===== src/rtl/fpu_issue_arbiter.sv =====
// Shares one FPU between NUM_REQ issue sources: round-robin issue, ROB-tag routing of results.
// Optional LEN5_FPU_ARB_STATS_EN adds per-requester grant counters and a table-full cycle counter.
module fpu_issue_arbiter #(
    parameter int unsigned NUM_REQ         = 2,
    parameter int unsigned MAX_OUTSTANDING = 4,
    parameter int unsigned EU_CTL_LEN      = 4,
    parameter int unsigned FRM_LEN         = 3,
    parameter int unsigned ROB_IDX_LEN     = 6,
    parameter int unsigned FLEN            = 64,
    parameter int unsigned FFLAGS_LEN      = 5
) (
    input  logic                                   clk_i,
    input  logic                                   rst_i,
    input  logic                                   flush_i,
    input  logic [NUM_REQ-1:0]                     req_valid_i,
    output logic [NUM_REQ-1:0]                     req_ready_o,
    input  logic [NUM_REQ-1:0][EU_CTL_LEN-1:0]     req_ctl_i,
    input  logic [NUM_REQ-1:0][FRM_LEN-1:0]        req_rm_i,
    input  logic [NUM_REQ-1:0][ROB_IDX_LEN-1:0]    req_rob_idx_i,
    input  logic [NUM_REQ-1:0][FLEN-1:0]           req_rs1_i,
    input  logic [NUM_REQ-1:0][FLEN-1:0]           req_rs2_i,
    input  logic [NUM_REQ-1:0][FLEN-1:0]           req_rs3_i,
    output logic                                   fpu_valid_o,
    input  logic                                   fpu_ready_i,
    output logic [EU_CTL_LEN-1:0]                  fpu_ctl_o,
    output logic [FRM_LEN-1:0]                     fpu_rm_o,
    output logic [ROB_IDX_LEN-1:0]                 fpu_rob_idx_o,
    output logic [FLEN-1:0]                        fpu_rs1_o,
    output logic [FLEN-1:0]                        fpu_rs2_o,
    output logic [FLEN-1:0]                        fpu_rs3_o,
    input  logic                                   fpu_valid_i,
    output logic                                   fpu_ready_o,
    input  logic [ROB_IDX_LEN-1:0]                 fpu_rob_idx_i,
    input  logic [FLEN-1:0]                        fpu_result_i,
    input  logic [FFLAGS_LEN-1:0]                  fpu_fflags_i,
    output logic [NUM_REQ-1:0]                     rsp_valid_o,
    input  logic [NUM_REQ-1:0]                     rsp_ready_i,
    output logic [ROB_IDX_LEN-1:0]                 rsp_rob_idx_o,
    output logic [FLEN-1:0]                        rsp_result_o,
    output logic [FFLAGS_LEN-1:0]                  rsp_fflags_o
`ifdef LEN5_FPU_ARB_STATS_EN
    ,
    output logic [NUM_REQ-1:0][31:0]               stat_grant_cnt_o,
    output logic [31:0]                            stat_full_cnt_o
`endif
);

    localparam int unsigned ID_W   = (NUM_REQ > 1) ? $clog2(NUM_REQ) : 1;
    localparam int unsigned SLOT_W = (MAX_OUTSTANDING > 1) ? $clog2(MAX_OUTSTANDING) : 1;
    localparam int unsigned CNT_W  = $clog2(MAX_OUTSTANDING + 1);

    function automatic logic [ID_W-1:0] wrap_idx(input logic [ID_W-1:0] base, input int unsigned off);
        int unsigned sum;
        sum = 32'(base) + off;
        if (sum >= NUM_REQ) begin
            sum = sum - NUM_REQ;
        end else begin
            sum = sum;
        end
        return sum[ID_W-1:0];
    endfunction

    logic [ID_W-1:0]                                 rr_ptr_q, rr_ptr_d;
    logic [MAX_OUTSTANDING-1:0]                      vld_q, vld_d;
    logic [MAX_OUTSTANDING-1:0][ROB_IDX_LEN-1:0]     rob_q, rob_d;
    logic [MAX_OUTSTANDING-1:0][ID_W-1:0]            id_q, id_d;
    logic [CNT_W-1:0]                                cnt_q, cnt_d;

    logic              any_valid_s;
    logic [ID_W-1:0]   grant_s;
    logic              can_issue_s;
    logic              issue_hs_s;
    logic              retire_hs_s;
    logic              free_found_s;
    logic [SLOT_W-1:0] free_slot_s;
    logic              hit_s;
    logic [SLOT_W-1:0] hit_slot_s;
    logic [ID_W-1:0]   hit_id_s;

    // Round-robin grant search from rr_ptr; depends only on valids and the pointer.
    always_comb begin
        grant_s     = rr_ptr_q;
        any_valid_s = 1'b0;
        for (int unsigned i = 0; i < NUM_REQ; i++) begin
            if (!any_valid_s && req_valid_i[wrap_idx(rr_ptr_q, i)]) begin
                grant_s     = wrap_idx(rr_ptr_q, i);
                any_valid_s = 1'b1;
            end else begin
                any_valid_s = any_valid_s;
            end
        end
    end

    // Free-slot allocation and result-tag lookup, both from registered table state.
    always_comb begin
        free_found_s = 1'b0;
        free_slot_s  = '0;
        hit_s        = 1'b0;
        hit_slot_s   = '0;
        hit_id_s     = '0;
        for (int unsigned i = 0; i < MAX_OUTSTANDING; i++) begin
            if (!free_found_s && !vld_q[i]) begin
                free_found_s = 1'b1;
                free_slot_s  = SLOT_W'(i);
            end else begin
                free_found_s = free_found_s;
            end
            if (!hit_s && vld_q[i] && (rob_q[i] == fpu_rob_idx_i)) begin
                hit_s      = 1'b1;
                hit_slot_s = SLOT_W'(i);
                hit_id_s   = id_q[i];
            end else begin
                hit_s = hit_s;
            end
        end
    end

    // Issue/response handshakes and combinational outputs.
    always_comb begin
        can_issue_s   = (cnt_q < CNT_W'(MAX_OUTSTANDING)) && !flush_i;
        fpu_valid_o   = can_issue_s && any_valid_s;
        issue_hs_s    = fpu_valid_o && fpu_ready_i;
        req_ready_o   = '0;
        if (fpu_valid_o && fpu_ready_i) begin
            req_ready_o[grant_s] = 1'b1;
        end else begin
            req_ready_o = '0;
        end
        fpu_ctl_o     = req_ctl_i[grant_s];
        fpu_rm_o      = req_rm_i[grant_s];
        fpu_rob_idx_o = req_rob_idx_i[grant_s];
        fpu_rs1_o     = req_rs1_i[grant_s];
        fpu_rs2_o     = req_rs2_i[grant_s];
        fpu_rs3_o     = req_rs3_i[grant_s];

        rsp_valid_o   = '0;
        fpu_ready_o   = 1'b1;
        retire_hs_s   = 1'b0;
        if (!flush_i && hit_s) begin
            rsp_valid_o[hit_id_s] = fpu_valid_i;
            fpu_ready_o           = rsp_ready_i[hit_id_s];
            retire_hs_s           = fpu_valid_i && rsp_ready_i[hit_id_s];
        end else begin
            fpu_ready_o = 1'b1;
        end
        rsp_rob_idx_o = fpu_rob_idx_i;
        rsp_result_o  = fpu_result_i;
        rsp_fflags_o  = fpu_fflags_i;
    end

    // Table, counter and pointer next state; flush overrides issue and retire.
    always_comb begin
        vld_d    = vld_q;
        rob_d    = rob_q;
        id_d     = id_q;
        cnt_d    = cnt_q;
        rr_ptr_d = rr_ptr_q;
        if (flush_i) begin
            vld_d = '0;
            cnt_d = '0;
        end else begin
            // Freed and allocated slots never coincide: one is valid, the other free.
            if (retire_hs_s) begin
                vld_d[hit_slot_s] = 1'b0;
            end else begin
                vld_d = vld_d;
            end
            if (issue_hs_s) begin
                vld_d[free_slot_s] = 1'b1;
                rob_d[free_slot_s] = req_rob_idx_i[grant_s];
                id_d[free_slot_s]  = grant_s;
                rr_ptr_d           = wrap_idx(grant_s, 1);
            end else begin
                rr_ptr_d = rr_ptr_q;
            end
            cnt_d = cnt_q + CNT_W'(issue_hs_s) - CNT_W'(retire_hs_s);
        end
    end

    // State registers.
    always_ff @(posedge clk_i or posedge rst_i) begin
        if (rst_i) begin
            vld_q    <= '0;
            rob_q    <= '0;
            id_q     <= '0;
            cnt_q    <= '0;
            rr_ptr_q <= '0;
        end else begin
            vld_q    <= vld_d;
            rob_q    <= rob_d;
            id_q     <= id_d;
            cnt_q    <= cnt_d;
            rr_ptr_q <= rr_ptr_d;
        end
    end

`ifdef LEN5_FPU_ARB_STATS_EN
    logic [NUM_REQ-1:0][31:0] grant_cnt_q, grant_cnt_d;
    logic [31:0]              full_cnt_q, full_cnt_d;

    // Statistics next state; counters wrap and ignore flush.
    always_comb begin
        grant_cnt_d = grant_cnt_q;
        full_cnt_d  = full_cnt_q;
        if (issue_hs_s) begin
            grant_cnt_d[grant_s] = grant_cnt_q[grant_s] + 32'd1;
        end else begin
            grant_cnt_d = grant_cnt_q;
        end
        if ((|req_valid_i) && (cnt_q == CNT_W'(MAX_OUTSTANDING))) begin
            full_cnt_d = full_cnt_q + 32'd1;
        end else begin
            full_cnt_d = full_cnt_q;
        end
    end

    // Statistics registers.
    always_ff @(posedge clk_i or posedge rst_i) begin
        if (rst_i) begin
            grant_cnt_q <= '0;
            full_cnt_q  <= '0;
        end else begin
            grant_cnt_q <= grant_cnt_d;
            full_cnt_q  <= full_cnt_d;
        end
    end

    assign stat_grant_cnt_o = grant_cnt_q;
    assign stat_full_cnt_o  = full_cnt_q;
`endif

endmodule


===== config.mk =====
export PLATFORM = sky130hd
export DESIGN_NAME = fpu_issue_arbiter
export DESIGN_NICKNAME = d
export VERILOG_FILES = /design/src/rtl/fpu_issue_arbiter.sv
export SDC_FILE = /design/constraint.sdc
export NUM_CORES = 1
export LEC_CHECK = 0
export ABC_CLOCK_PERIOD_IN_PS = 7080
export CAP_MARGIN = 20
export CORE_AREA = 2 2 303 305
export CTS_BUF_LIST = sky130_fd_sc_hd__clkbuf_8
export DETAILED_ROUTE_END_ITERATION = 10
export DIE_AREA = 0 0 305 307
export MAX_ROUTING_LAYER = met4
export PLACE_DENSITY = 0.31
export SYNTH_ARGS = -nofsm -noshare
export SYNTH_HDL_FRONTEND = slang
export SYNTH_SLANG_ARGS = --single-unit

===== constraint.sdc =====
create_clock -name clk_i -period 7.08 [get_ports clk_i]
set_input_delay 1.77 -clock clk_i [delete_from_list [all_inputs] [get_ports clk_i]]
set_output_delay 1.77 -clock clk_i [all_outputs]
set_load 0.1 [all_outputs]

# --- Word-level counts from Yosys, hierarchy flattened ---
# Index checks and enable logic that the tools add are counted.
word_totals:
  rom_bits: 0
  output_inout_bits: 286
  ramBits: 0
  latchBits: 0
  reg_bits: 36
  inputBits: 494
  n_memories: 0
op_classes:
  shifts: 0
  n_addsub: 7
  order_cmp: 14
  n_mul: 0
  eq_ne: 4
  n_mux: 63
  reduce_logical: 31
  bitwise_logic: 5
  div: 0
ops:
  columns: ["cell", "n"]
  rows:
  - ["two-way mux 64 bit", 6]
  - ["two-way mux 1 bit", 32]
  - ["bitwise mux 24 bit", 1]
  - ["== test 6 bit", 4]
  - ["two-way mux 4 bit", 6]
  - ["logical AND 1 bit", 20]
  - ["two-way mux 6 bit", 3]
  - ["demux 6 bit (select 2 bit)", 1]
  - ["two-way mux 2 bit", 6]
  - ["logical NOT 1 bit", 10]
  - ["two-way mux 3 bit", 3]
  - ["less-than comparator 1 x 2 -> 1 bit (second input constant)", 4]
  - ["less-than comparator 2 x 3 -> 1 bit (second input constant)", 2]
  - ["adder 1 x 1 -> 2 bit (second input constant)", 2]
  - ["AND 4 bit", 1]
  - ["bitwise mux 4 bit", 1]
  - ["demux 1 bit (select 2 bit)", 2]
  - ["greater-or-equal comparator 2 x 1 -> 1 bit (second input constant)", 2]
  - ["greater-or-equal comparator 2 bit (second input constant)", 2]
  - ["inverter 4 bit", 1]
  - ["bitwise OR 4 bit", 1]
  - ["adder 3 x 1 -> 3 bit", 1]
  - ["less-than comparator 3 bit (second input constant)", 1]
  - ["subtractor 1 bit (second input constant)", 3]
  - ["other kinds (7)", 9]

# --- Longest topological paths before layout ---
depth:
  word_depth: 26
  mapped_depth: 16
  ltp_nobuf: 15

# --- Worst setup path after synthesis ---
# No wires, ideal clock.
synth_path:
  path_kind: "in2out"
  start: "in flush_i"
  end: "out req_ready_o[0]"
  path_stages: 4
  t_arrival_ns: 5.982
  path_slack_ns: -0.672
  cell_sequence: "clkbuf_1 nor3_1 nand2_1 nor2_1"
synth_via:
  elab_chain_cells: 5
synth_rtl:
  columns: ["item", "line", "text"]
  rows:
  - ["start, declared", "14", "input logic flush_i,"]
  - ["logical NOT 1 bit", "120", "can_issue_s = (cnt_q < CNT_W'(MAX_OUTSTANDING)) && !flush_i;"]
  - ["logical AND 1 bit", "120", null]
  - ["logical AND 1 bit", "121", "fpu_valid_o = can_issue_s && any_valid_s;"]
  - ["named net fpu_valid_o", "23", "output logic fpu_valid_o,"]
  - ["logical AND 1 bit", "124", "if (fpu_valid_o && fpu_ready_i) begin"]
  - ["two-way mux 2 bit", "124", null]
  - ["end, declared", "16", "output logic [NUM_REQ-1:0] req_ready_o,"]
# The timed path passes the listed nets, and every way through them passes these cells.

# --- Worst setup path in the final report ---
layout_path:
  start: "in fpu_rob_idx_i[1]"
  end: "out fpu_ready_o"
layout_via:
  elab_chain_cells: 18
  elab_cells_between_ends: 26
  classes_between: "4 x eq/ne; 11 x mux; 11 x reduce/logical"
layout_rtl:
  columns: ["item", "line", "text"]
  rows:
  - ["start, declared", "33", "input logic [ROB_IDX_LEN-1:0] fpu_rob_idx_i,"]
  - ["== test 6 bit", "108", "if (!hit_s && vld_q[i] && (rob_q[i] == fpu_rob_idx_i)) begin"]
  - ["logical AND 1 bit", "108", null]
  - ["two-way mux 1 bit", "108", null]
  - ["logical NOT 1 bit", "108", null]
  - ["logical AND 1 bit (2 in a row)", "108", null]
  - ["two-way mux 1 bit", "108", null]
  - ["logical NOT 1 bit", "108", null]
  - ["logical AND 1 bit (2 in a row)", "108", null]
  - ["two-way mux 1 bit", "108", null]
  - ["logical NOT 1 bit", "108", null]
  - ["logical AND 1 bit (2 in a row)", "108", null]
  - ["two-way mux 1 bit", "108", null]
  - ["two-way mux 1 bit (implied by the code) (2 in a row)", "141", "fpu_ready_o = rsp_ready_i[hit_id_s];"]
  - ["two-way mux 1 bit (*)", "139", "if (!flush_i && hit_s) begin"]
  - ["end, declared", "32", "output logic fpu_ready_o,"]
# Mark *: on every way between the ends. The rest lies on a longest branch, timed or not. The select of a mux whose other input is x is not followed.

==> results.cfg <==
[status]
status = finished, final reports clean

[sta]
setup_slack_ps = 845.1
rsz0062_at_grt = no
skew_ps = 10.92
slew_viol_final = 0
setup_viol = 0
finalCritPeriodShare_pct = 88.06
relSlewSlack_pct = 31.35
worstMarginPinSlew_ps = 1026
finalCriticalPeriod_ps = 6235
setup_tns_ps = 0
hold_viol = 0
max_freq_mhz = 160.4

[floorplan]
num_rows = 111
fp.dieH_um = 307
dieArea_mm2 = 0.09364
core_area_mm2 = 0.09069
io_pins = 780
die_x_um = 305
initial_core_util_pct = 5.323

[drt]
totalWireLength_mm = 33.81
vias = 5931
drt_iter0_markers = 168
dr.pass1.iters = 4
drc = 0
drtAntennaViolNets = 0
detail_route.vias_per_cell = 2.645
routedWlPerCell_um = 15.08

[setup_path]
required_ps = 5310
cp_slowest_cell = clkdlybuf4s50_1
startpoint_type = input pin
cp_cell_sequence = clkdlybuf4s50_1 -> xnor2_1 -> nand4_1 -> or2_2 -> a311oi_1 -> o22a_1 -> mux2_4 -> nand2b_1 -> buf_4
endpoint_kind = output port
critPathMaxFanout = 5
crit_arrival_ps = 4460
slowest_delay_ps = 710
crit_type = in2out

[synth]
avgSynthCellArea_um2 = 9.693
ys_seq_area_share_pct = 18.66
syn_nets = 995
ys.flop_type = dfrtp_1
async_reset_ff_share_pct = 100.0
synth_cell_types = 38
syn_area_mm2 = 0.004827
yosys.area.top_type = mux2_2
synth_area_leaders = mux2_2 (47%), dfrtp_1 (19%), buf_4 (12%), xnor2_1 (3.3%), nor2_1 (2.8%)
yosys_warnings = 0
synth_top_area_share_pct = 46.89
syn_inst = 498
synth_edf_count = 0
synth_seq_cells = 36

[placement]
hpwlAfterDp_mm = 30.64
port_buffers = 641
post-place-ws_ps = 775.8
gp_congestion = 0.7821

[clocking]
clk_path_buf_depth = 2
clock_sinks = 36
cts_root_buf = clkbuf_8
post_cts_buffers = 0
path_clk_slew_ps = 70
clk_latency_ps = 300
postCtsResizedCells = 0
htreeDepth = 2
numCtsBuffers = 5
cts_hold_buffers = 0
cts_tree = built

[pwr]
p_per_area_mw_per_mm2 = 218.4
leakage_uw = 0.004489
peakVddDrop_mv = 0.1144

[grt]
grt_max_degree = 61
antenna_found_initial = 3
grt_pass1_vias = 6378
grt-ovfl-total = 0
grt_pass1_wl_mm = 44.59
grt.total_usage_pct = 6.758

[hold_path]
hp-class = reg2reg

[job]
drv_cap = 0

[layout]
area_delta_synth_final_pct = 144.2
drive_above_1_share_pct = 42.09
utilization_pct = 13.00
final_common_cell = clkdlybuf4s50_1
layout_common_cells = clkdlybuf4s50_1 (430), buf_4 (219), mux2_2 (201)
nets = 1551
-- critical path: cells and delay by family --
kind | cells | cell delay, ps
compound gates | 2 | 540
mux | 1 | 340
xor+xnor | 1 | 170
buf+inv | 2 | 950
simple gates | 3 | 670
-- cells by family (layout without fill, tap and decap cells) --
kind of cell / after synthesis / in the layout / synth area share, %
compound gates: 38 / 38 / 4.588
xor+xnor: 26 / 26 / 4.873
fa+ha+maj: 3 / 3 / 0.9331
buf+inv: 117 / 674 / 15.32
flops: 36 / 36 / 18.66
mux: 209 / 209 / 48.65
other cells: 0 / 1 / 0
simple gates: 69 / 69 / 6.972
-- cell type report --
type / count / area [µm²]
Antenna cell: 1 / 2.502
Clock buffer: 5 / 68.82
Clock inverter: 3 / 46.29
Fill cell: 10382 / 78900
Inverter: 12 / 45.04
Multi-Input combinational cell: 345 / 3208
Sequential cell: 36 / 900.9
Tap cell: 1186 / 1484
Timing Repair Buffer: 654 / 6033
-- layer usage --
layer	vias up	part of all wire, %	track usage, %
met5	-	0	-
met4	0	1.2	1.002
met3	40	11	2.777
met2	380	52	12.06
met1	2724	35	7.078
li1	2787	-	-
-- report_power, final --
| part | internal [µW] | total, µW | switching, µW |
|---|---|---|---|
| logic | 627 | 2120 | 1490 |
| registers | 237 | 262 | 25.2 |
| clock network | 106 | 192 | 85.4 |
-- metrics by stage --
| step | std cells | cell area (µm²) | total power [µW] | hold WS (ps) |
|---|---|---|---|---|
| 2_1_floorplan | 498 | 4832 | 1990 | 481.2 |
| 3_3_place_gp | 2233 | 11670 | 2411 | 516.3 |
| 3_5_place_dp | 2233 | 11670 | 2404 | 512.5 |
| 4_1_cts | 2241 | 11790 | 2606 | 530.1 |
| 5_1_grt | 2241 | 11790 | 2668 | 550.5 |
| 6_report | 2242 | 11790 | 2574 | 531.4 |
-- final timing paths --
| kind | cells after the start | to | slack [ps] | start |
|---|---|---|---|---|
| min in group asynchronous | 2 | rob_q[14] | 1970 | rst_i |
| worst max register to register | 15 | cnt_q[2] | 3540 | rob_q[6] |
| worst max-delay path | 9 | fpu_ready_o | 850 | fpu_rob_idx_i[1] |
| max in group asynchronous | 2 | id_q[3] | 4590 | rst_i |
| worst min-delay path | 1 | id_q[0] | 530 | id_q[0] |
| worst min register to register | 1 | id_q[0] | 530 | id_q[0] |
-- state kept, by name, indices dropped and copies added, names as in the netlist --
name	count
rob_q	24
vld_q	4
cnt_q	3
id_q	4
rr_ptr_q	1
-- cell usage after synthesis (2+ instances only) --
cell type	number
mux2i_1	7
dfrtp_1	36
xnor2_1	18
xor2_1	7
ha_1	2
or2_2	2
buf_1	3
clkbuf_1	24
buf_4	76
nor2b_1	3
a211oi_1	2
inv_1	12
nand4_1	4
buf_6	2
a21oi_1	26
nand3_1	4
nor3_1	5
nor3b_1	2
o21ai_0	2
mux2_2	201
nand2_1	8
nor2_1	36
Power figures use the tool's default switching activity.
